$ cat src/rtl/crosswalk_request_conditioner_pkg.sv
// Shared traffic-light constants: intersection phases, pedestrian debounce
// states and the default debounce depth.
package crosswalk_request_conditioner_pkg;

   localparam int DB_TICKS_DEFAULT = 8;

   typedef enum logic [1:0] {
      LT_GREEN   = 2'd0,
      LT_YELLOW  = 2'd1,
      LT_RED     = 2'd2,
      LT_ALL_RED = 2'd3
   } light_state_e;

   typedef enum logic [1:0] {
      DB_IDLE = 2'd0,
      DB_ARM  = 2'd1,
      DB_HELD = 2'd2,
      DB_REL  = 2'd3
   } db_state_e;

   // One spare bit over log2 so DB_TICKS-1 always fits.
   function automatic int db_cnt_w(input int ticks);
      return $clog2(ticks) + 1;
   endfunction

endpackage

$ cat src/rtl/crosswalk_request_conditioner_xwalk_channel.sv
// One pedestrian channel: button/green synchronizers, tick-based debounce,
// latched crosswalk request cleared by the end of a green phase, press counter.
module xwalk_channel
   import crosswalk_request_conditioner_pkg::*;
#(
   parameter int DB_TICKS = DB_TICKS_DEFAULT,
   parameter int CNT_W    = 8
) (
   input  logic             clk,
   input  logic             reset_n,
   input  logic             tick,
   input  logic             btn,
   input  logic             grn,
   output logic             crosswalk,
   output logic [CNT_W-1:0] press_cnt
);

   localparam int            CW       = db_cnt_w(DB_TICKS);
   localparam logic [CW-1:0] CNT_LAST = CW'(DB_TICKS - 1);

   logic             btn_s1_q, btn_s1_d, btn_s2_q, btn_s2_d;
   logic             grn_s1_q, grn_s1_d, grn_s2_q, grn_s2_d;
   logic             grn_dly_q, grn_dly_d, grn_fall_q, grn_fall_d;
   db_state_e        state_q, state_d;
   logic [CW-1:0]    db_cnt_q, db_cnt_d;
   logic             xwalk_q, xwalk_d;
   logic [CNT_W-1:0] press_cnt_q, press_cnt_d;
   logic             accept;

   always_comb begin
      btn_s1_d   = btn;
      btn_s2_d   = btn_s1_q;
      grn_s1_d   = grn;
      grn_s2_d   = grn_s1_q;
      grn_dly_d  = grn_s2_q;
      grn_fall_d = grn_dly_q & ~grn_s2_q;
      state_d    = state_q;
      db_cnt_d   = db_cnt_q;
      accept     = 1'b0;
      case (state_q)
         DB_IDLE: if (btn_s2_q) begin
            state_d  = DB_ARM;
            db_cnt_d = '0;
         end
         DB_ARM: begin
            if (!btn_s2_q) state_d = DB_IDLE;
            else if (tick) begin
               if (db_cnt_q == CNT_LAST) begin
                  state_d = DB_HELD;
                  accept  = 1'b1;
               end else db_cnt_d = db_cnt_q + CW'(1);
            end
         end
         DB_HELD: if (!btn_s2_q) begin
            state_d  = DB_REL;
            db_cnt_d = '0;
         end
         DB_REL: begin
            if (btn_s2_q) state_d = DB_HELD;
            else if (tick) begin
               if (db_cnt_q == CNT_LAST) state_d = DB_IDLE;
               else db_cnt_d = db_cnt_q + CW'(1);
            end
         end
         default: state_d = DB_IDLE;
      endcase
      // A new press outranks a green-phase clear landing on the same edge.
      xwalk_d     = accept ? 1'b1 : (grn_fall_q ? 1'b0 : xwalk_q);
      press_cnt_d = (accept && (press_cnt_q != '1)) ? press_cnt_q + CNT_W'(1) : press_cnt_q;
   end

   always_ff @(posedge clk or negedge reset_n) begin
      if (!reset_n) begin
         btn_s1_q    <= 1'b0;
         btn_s2_q    <= 1'b0;
         grn_s1_q    <= 1'b0;
         grn_s2_q    <= 1'b0;
         grn_dly_q   <= 1'b0;
         grn_fall_q  <= 1'b0;
         state_q     <= DB_IDLE;
         db_cnt_q    <= '0;
         xwalk_q     <= 1'b0;
         press_cnt_q <= '0;
      end else begin
         btn_s1_q    <= btn_s1_d;
         btn_s2_q    <= btn_s2_d;
         grn_s1_q    <= grn_s1_d;
         grn_s2_q    <= grn_s2_d;
         grn_dly_q   <= grn_dly_d;
         grn_fall_q  <= grn_fall_d;
         state_q     <= state_d;
         db_cnt_q    <= db_cnt_d;
         xwalk_q     <= xwalk_d;
         press_cnt_q <= press_cnt_d;
      end
   end

   assign crosswalk = xwalk_q;
   assign press_cnt = press_cnt_q;

endmodule

$ cat src/rtl/crosswalk_request_conditioner.sv
// Two independent pedestrian request channels (north, west) feeding the
// intersection's crosswalk inputs; WAIT lamps mirror the latched requests.
module crosswalk_request_conditioner
   import crosswalk_request_conditioner_pkg::*;
#(
   parameter int DB_TICKS = DB_TICKS_DEFAULT,
   parameter int CNT_W    = 8
) (
   input  logic             clk,
   input  logic             reset_n,
   input  logic             tick,
   input  logic             btn_0,
   input  logic             btn_1,
   input  logic             grn_0,
   input  logic             grn_1,
   output logic             crosswalk_0,
   output logic             crosswalk_1,
   output logic             wait_lamp_0,
   output logic             wait_lamp_1,
   output logic [CNT_W-1:0] press_cnt_0,
   output logic [CNT_W-1:0] press_cnt_1
);

   xwalk_channel #(.DB_TICKS(DB_TICKS), .CNT_W(CNT_W)) u_ch0 (
      .clk       (clk),
      .reset_n   (reset_n),
      .tick      (tick),
      .btn       (btn_0),
      .grn       (grn_0),
      .crosswalk (crosswalk_0),
      .press_cnt (press_cnt_0)
   );

   xwalk_channel #(.DB_TICKS(DB_TICKS), .CNT_W(CNT_W)) u_ch1 (
      .clk       (clk),
      .reset_n   (reset_n),
      .tick      (tick),
      .btn       (btn_1),
      .grn       (grn_1),
      .crosswalk (crosswalk_1),
      .press_cnt (press_cnt_1)
   );

   assign wait_lamp_0 = crosswalk_0;
   assign wait_lamp_1 = crosswalk_1;

endmodule
$ cat config.mk
export PLATFORM = sky130hd
export DESIGN_NAME = crosswalk_request_conditioner
export DESIGN_NICKNAME = d
export VERILOG_FILES = /design/src/rtl/crosswalk_request_conditioner_pkg.sv /design/src/rtl/crosswalk_request_conditioner_xwalk_channel.sv /design/src/rtl/crosswalk_request_conditioner.sv
export SDC_FILE = /design/constraint.sdc
export NUM_CORES = 1
export LEC_CHECK = 0
export ABC_CLOCK_PERIOD_IN_PS = 1700
export CORE_ASPECT_RATIO = 0.8
export CORE_MARGIN = 2
export CORE_UTILIZATION = 41
export CTS_CLUSTER_DIAMETER = 40
export DETAILED_ROUTE_END_ITERATION = 8
export PLACE_DENSITY = 0.72
export SETUP_SLACK_MARGIN = 0.02
export SLEW_MARGIN = 5
export SYNTH_ARGS = -nofsm -noshare
export SYNTH_HDL_FRONTEND = slang
export SYNTH_SLANG_ARGS = --single-unit
$ cat constraint.sdc
create_clock -name clk -period 1.7 [get_ports clk]
set_input_delay 0.51 -clock clk [delete_from_list [all_inputs] [get_ports clk]]
set_output_delay 0.51 -clock clk [all_outputs]
set_load 0.1 [all_outputs]
==> metrics.cfg, run 1 <==
[cells_and_area]
regArea_um2 = 1091
drive_gt1_frac = 0.3822
diodes = 0
finish.utilization = 0.6105
final_cell_mix = dfrtp_1, buf_12, xnor2_1, buf_4, dfrtp_2
nets = 201
layout_commonest_cell = dfrtp_1
fill_cells = 332
syn2layout_area_growth_pct = 40.15
multiInputGateArea_um2 = 789.5
stdcell_area_um2 = 2599

[die]
die_h_um = 64.15
coreArea_um2 = 4257
dieWidth_um = 79.19
rows = 21
ios = 27
dieArea_um2 = 5080
start_util = 0.4356

[sta]
fin_crit_ns = 1.533
setup_slack_ns = 0.1669
relSlewSlack = 0.6553
finalMaxSlewViolations = 0
final.period_utilization = 0.9019
tightest_slew_ns = 0.5171
rsz0062_at_grt = no
skew_ns = 0.007082
hold_viol = 0
fmax_mhz = 652.3
setup_viol_count_final = 0

[run_status]
status = finished, final reports clean

[route]
drc_errors = 0
vias = 1298
dr.first_iter.drc_count = 54
ant_nets = 0
detail_route.wirelength_um = 3640
top_layer_used = met4
wl_per_cell_um = 14.68
drt_first_pass_iters = 5
met1Wirelength_um = 1597
met2_length_um = 1818
wl_met3_um = 169
routed_via_density = 5.234

[synth]
synth_fp_nets = 161
ys_types = 38
syn_avg_cell_area_um2 = 12.36
synth_edf_count = 0
syn-instance-count = 150
ys.flop_type = dfrtp_1
syn-cell-area_um2 = 1854
synth-seq-cells = 42
yosysWarnings = 0
yosysSeqAreaShare = 0.5668
async_flop_share = 1.000

[critical_path]
crit_type = reg2reg
worst_setup_path_end_kind = flip-flop
path_cells = and2b_1 > nand4_4 > nor2_2 > mux2_4
required_ns = 1.88
max_stage_delay_ns = 0.42
cp-start-kind = flip-flop
reg2regPathDepth = 4
cp.arrival_ns = 1.72
cp_slowest_cell = dfrtp_1
crit_path_max_fanout = 8

[global_routing]
antenna_found_initial = 0
grt_start_max_net_pins = 43
grt_pass1_wl_um = 6175
grt_pass1_vias = 1301
grt-ovfl-total = 0
grt_usage = 0.1601

[place]
placement.io_buffers = 26
routabilityCongestion = 0.8753
dpl_cell_area_um2 = 2499
dp_slack_ns = -0.3739
hpwl_um = 2743

[clock_network]
h-tree-depth = 2
clock-sinks = 42
cts_root_buffer = clkbuf_8
clk_latency_ns = 0.29
cts_inserted_buffers = 5
cts.clk_slew.worst_paths_ns = 0.08
cts_buffer_depth = 2
cts_tree = built
cts_setup_buffers = 0

[job]
cap_violations = 0

[pwr]
vdd_drop_max_mv = 0.5520
power_density_nw_per_um2 = 821.0
leakage_nw = 1.154

[min_path]
hp-class = in2async

stage by stage:
step	instances	hold slack (ns)	setup TNS, ns	total power (W)
after floorplan	150	0.2144	-0.1304	0.001359
after global placement	240	0.3345	-3.585	0.001467
after detailed placement	240	0.3347	-4.998	0.001491
after CTS	248	0.2983	0	0.002155
after global routing	248	0.3244	0	0.002238
final	248	0.2789	0	0.002133
what timing repair did:
action,CTS,global route
gates resized for setup,2,1
hold buffers,0,0
endpoints found under the setup margin,1,1
metal layers:
| metal | GRT usage | up-vias |
|---|---|---|
| met4 | 0.07328 | 0 |
| met2 | 0.2701 | 34 |
| met1 | 0.1909 | 644 |
| met3 | 0.04379 | 5 |
| met5 | 0 | - |
| li1 | - | 615 |
layout make-up:
type	count	area share
multi-input combinational	100	0.3038
timing repair buffer	37	0.2065
tap	57	0.02744
clock inverter	2	0.004815
clock buffer	6	0.03178
sequential	42	0.4198
inverter	4	0.005778
synthesized netlist by cell type (all sizes together), types with 3 or more instances:
cell,instances,area (um^2)
a21oi,3,15.01
a22o,4,35.03
and2,3,18.77
and3,3,18.77
buf,4,27.52
dfrtp,42,1051
ha,4,50.05
inv,4,15.01
mux2,5,60.05
nand2,7,26.28
nand3,9,50.05
nand4,12,96.34
nor2,6,22.52
nor2b,3,18.77
nor3,4,31.28
xnor2,11,96.34
xor2,7,61.31
state kept, by name, indices dropped and copies added, names as in the netlist, 4 cells and up, named ones only:
signal           count
u_ch1.press_cnt      8
u_ch1.db_cnt_q       4
u_ch0.press_cnt      8
u_ch0.db_cnt_q       4
path summary, 6_finish.rpt:
path | from | end | slack [ns]
setup / recovery | u_ch0.db_cnt_q[3]$_DFFE_PN0P_ | u_ch0.press_cnt[1]$_DFFE_PN0P_ | 0.17
hold / removal | reset_n | u_ch1.grn_fall_q$_DFF_PN0_ | 0.28
setup reg to reg | u_ch0.db_cnt_q[3]$_DFFE_PN0P_ | u_ch0.press_cnt[1]$_DFFE_PN0P_ | 0.17
hold reg to reg | u_ch1.btn_s1_q$_DFF_PN0_ | u_ch1.btn_s2_q$_DFF_PN0_ | 0.35
max in group asynchronous | reset_n | u_ch0.press_cnt[0]$_DFFE_PN0P_ | 1.02
min in group clk | u_ch1.btn_s1_q$_DFF_PN0_ | u_ch1.btn_s2_q$_DFF_PN0_ | 0.35
power breakdown:
group | internal [W] | total, W | switching [W]
clock | 0.000326 | 0.000661 | 0.000335
combinational | 0.000146 | 0.000310 | 0.000164
sequential | 0.00107 | 0.00116 | 0.0000910
total | 0.00154 | 0.00213 | 0.000590
worst max-delay path, delay by kind of cell (launching register included):
kind             cells  cell delay (ns)
multiplexers         1             0.31
AND/OR/NAND/NOR      3             0.70
flip-flops           1             0.42
logic make-up (layout without fill, tap and decap cells):
family                   Yosys count  in the layout  share of synthesized area
AND/OR/NAND/NOR                   58             58                     0.2105
flip-flops                        42             42                     0.5668
XOR/XNOR                          18             18                    0.08502
AO/OA/AOI/OAI                     15             15                    0.05533
buffers and inverters              8             49                    0.02294
multiplexers                       5              5                    0.03238
adder cells (fa/ha/maj)            4              4                    0.02699
No activity file was read; power rests on OpenSTA's default activity.
==> run 2, diff against run 1 <==
- ABC_CLOCK_PERIOD_IN_PS: 1700 -> 1500
- clock period: 1.7 -> 1.5 ns (I/O delays scaled with it)
==> metrics.cfg, run 2 (synthesis results as in run 1) <==
[place]
placement.io_buffers = 26  ; unchanged
dpl_cell_area_um2 = 2651  ; +6.1%
dp_slack_ns = -0.4482  ; -0.07428 ns
routabilityCongestion = 0.9017  ; +3.0%
hpwl_um = 2884  ; +5.1%

[route]
ant_nets = 0  ; unchanged
vias = 1470  ; +13%
routed_via_density = 5.250  ; +0.31%
detail_route.wirelength_um = 4303  ; +18%
dr.first_iter.drc_count = 101  ; +87%
wl_per_cell_um = 15.37  ; +4.7%
drc_errors = 0  ; unchanged
drt_first_pass_iters = 4  ; -1

[pwr]
leakage_nw = 1.331  ; +15%
sw_frac_of_total = 0.2922  ; +0.01580
clkPwrFrac = 0.292  ; -0.018
combPwrFrac = 0.190  ; +0.045
p_switching_w = 0.0007359  ; +25%
seqPwrFrac = 0.518  ; -0.027
power_density_nw_per_um2 = 845.6  ; +3.0%
internal_power_w = 0.001782  ; +15%
vdd_drop_max_mv = 0.6213  ; +13%

[run_status]
violations = setup timing
status = finished, violations left

[sta]
skew_ns = 0.01096  ; +0.003873 ns
tightest_slew_ns = 0.4093  ; -0.1078 ns
relSlewSlack = 0.7252  ; +0.06990
rsz0062_at_grt = yes
finalMaxSlewViolations = 0  ; unchanged
fin_crit_ns = 1.526
hold_viol = 0  ; unchanged
final.period_utilization = 1.017
fmax_mhz = 655.2
setup_viol_count_final = 4  ; +4
setup_slack_ns = -0.02616  ; -0.1930 ns

[critical_path]
cp-start-kind = flip-flop
cp.arrival_ns = 1.08  ; -0.64 ns
reg2regPathDepth = 6  ; +2
r2r_slack_ns = 0  ; -0.17 ns
required_ns = 1.05  ; -0.83 ns
worst_setup_path_end_kind = primary output
crit_type = reg2out
crit_path_max_fanout = 2  ; -6
reg2reg_to = u_ch0.press_cnt[1]$_DFFE_PN0P_
reg2reg_from = u_ch0.press_cnt[1]$_DFFE_PN0P_

[clock_network]
cts_tree = built
clk_latency_ns = 0.30  ; about the same
cts_inserted_buffers = 5  ; unchanged
cts_root_buffer = clkbuf_8
clock-sinks = 42  ; unchanged
cts.clk_slew.worst_paths_ns = 0.09  ; about the same
h-tree-depth = 2  ; unchanged
cts_buffer_depth = 2  ; unchanged

[global_routing]
grt_pass1_vias = 1491  ; +15%
grt_usage = 0.1764  ; +0.01628
grt_start_max_net_pins = 43  ; unchanged
grt-ovfl-total = 0  ; unchanged
antenna_found_initial = 0  ; unchanged
grt_pass1_wl_um = 6913  ; +12%

[cells_and_area]
nets = 233  ; +16%
layout_commonest_cell = buf_4
diodes = 0  ; unchanged
final_cell_mix = buf_4, dfrtp_1, buf_12
syn2layout_area_growth_pct = 60.59
drive_gt1_frac = 0.5291  ; +0.1469
stdcell_area_um2 = 2978  ; +15%

[die]
rows = 21  ; unchanged
die_h_um = 64.15  ; unchanged
start_util = 0.4356  ; unchanged
coreArea_um2 = 4257  ; unchanged
ios = 27  ; unchanged
dieWidth_um = 79.19  ; unchanged
dieArea_um2 = 5080  ; unchanged

[min_path]
hp-class = in2async

[job]
cap_violations = 0  ; unchanged

## run 2: cell types whose count changed in the layout (fill, tap and decap cells not counted), moves of 2 or more
cell / before / now
buf_4: 11 / 34
buf_6: 0 / 8
dfrtp_2: 11 / 4
dfrtp_4: 7 / 15
ha_1: 2 / 0
ha_4: 1 / 3
nand3_1: 8 / 6
nand3_2: 1 / 3
## run 2: power by group through the flow
stage                     Clock, W  Combinational (W)  Sequential [W]
after detailed placement         0           0.000428         0.00132
after floorplan                  0           0.000190         0.00136
after global routing      0.000806           0.000518         0.00132
after CTS                 0.000751           0.000447         0.00131
after global placement           0           0.000393         0.00131
final                     0.000735           0.000478         0.00131
## run 2: how the worst max path moves through the flow
stage	start	end	slack, ns
final	u_ch0.press_cnt[1]$_DFFE_PN0P_	press_cnt_0[1]	-0.03
after global routing	u_ch0.press_cnt[1]$_DFFE_PN0P_	u_ch0.press_cnt[4]$_DFFE_PN0P_	-0.05
after CTS	u_ch0.press_cnt[1]$_DFFE_PN0P_	press_cnt_0[1]	-0.02
after detailed placement	tick	u_ch0.db_cnt_q[0]$_DFFE_PN0P_	-0.45
after global placement	tick	u_ch0.db_cnt_q[0]$_DFFE_PN0P_	-0.40
after floorplan	u_ch1.press_cnt[3]$_DFFE_PN0P_	u_ch1.press_cnt[1]$_DFFE_PN0P_	-0.18
## run 2: metrics by stage
stage / total power [W] / cells / util / hold slack (ns) / setup TNS (ns)
finish: 0.002518 / 280 / 0.6996 / 0.1156 / -0.06515
global route: 0.002641 / 280 / 0.6996 / 0.1250 / -0.4617
CTS: 0.002506 / 267 / 0.6646 / 0.1213 / -0.04366
detailed placement: 0.001752 / 253 / 0.6229 / 0.3347 / -9.438
global placement: 0.001707 / 253 / 0.6229 / 0.3347 / -7.931
floorplan: 0.001551 / 150 / - / 0.1544 / -0.5024
## run 2: worst max-delay path: stages, from the launching register on
cell     delay, ns
dfrtp_4       0.50
buf_6         0.13
buf_12        0.15
## run 2: layout make-up
type / count / area (um^2)
Timing Repair Buffer: 69 / 819.5
Sequential cell: 42 / 1112
Fill cell: 293 / 1279
Inverter: 4 / 15.01
Clock inverter: 3 / 21.27
Multi-Input combinational cell: 100 / 869.6
Clock buffer: 5 / 68.82
Tap cell: 57 / 71.32
## run 2: routing by layer
| metal | part of all wire | vias to the layer above | global-route usage | wire length (um) |
|---|---|---|---|---|
| li1 | - | 678 | - | - |
| met1 | 0.42 | 758 | 0.2181 | 1828 |
| met2 | 0.53 | 30 | 0.3040 | 2274 |
| met3 | 0.037 | 4 | 0.04379 | 158 |
| met4 | 0.0095 | 0 | 0.05603 | 41 |
| met5 | 0 | - | 0 | 0 |
## run 2: repair_timing
item                       4_1_cts  5_1_grt
pin swaps                        2        6
resized for setup               10       14
buffers inserted                 7       13
hold buffers                     0        0
setup endpoints to repair       26       28
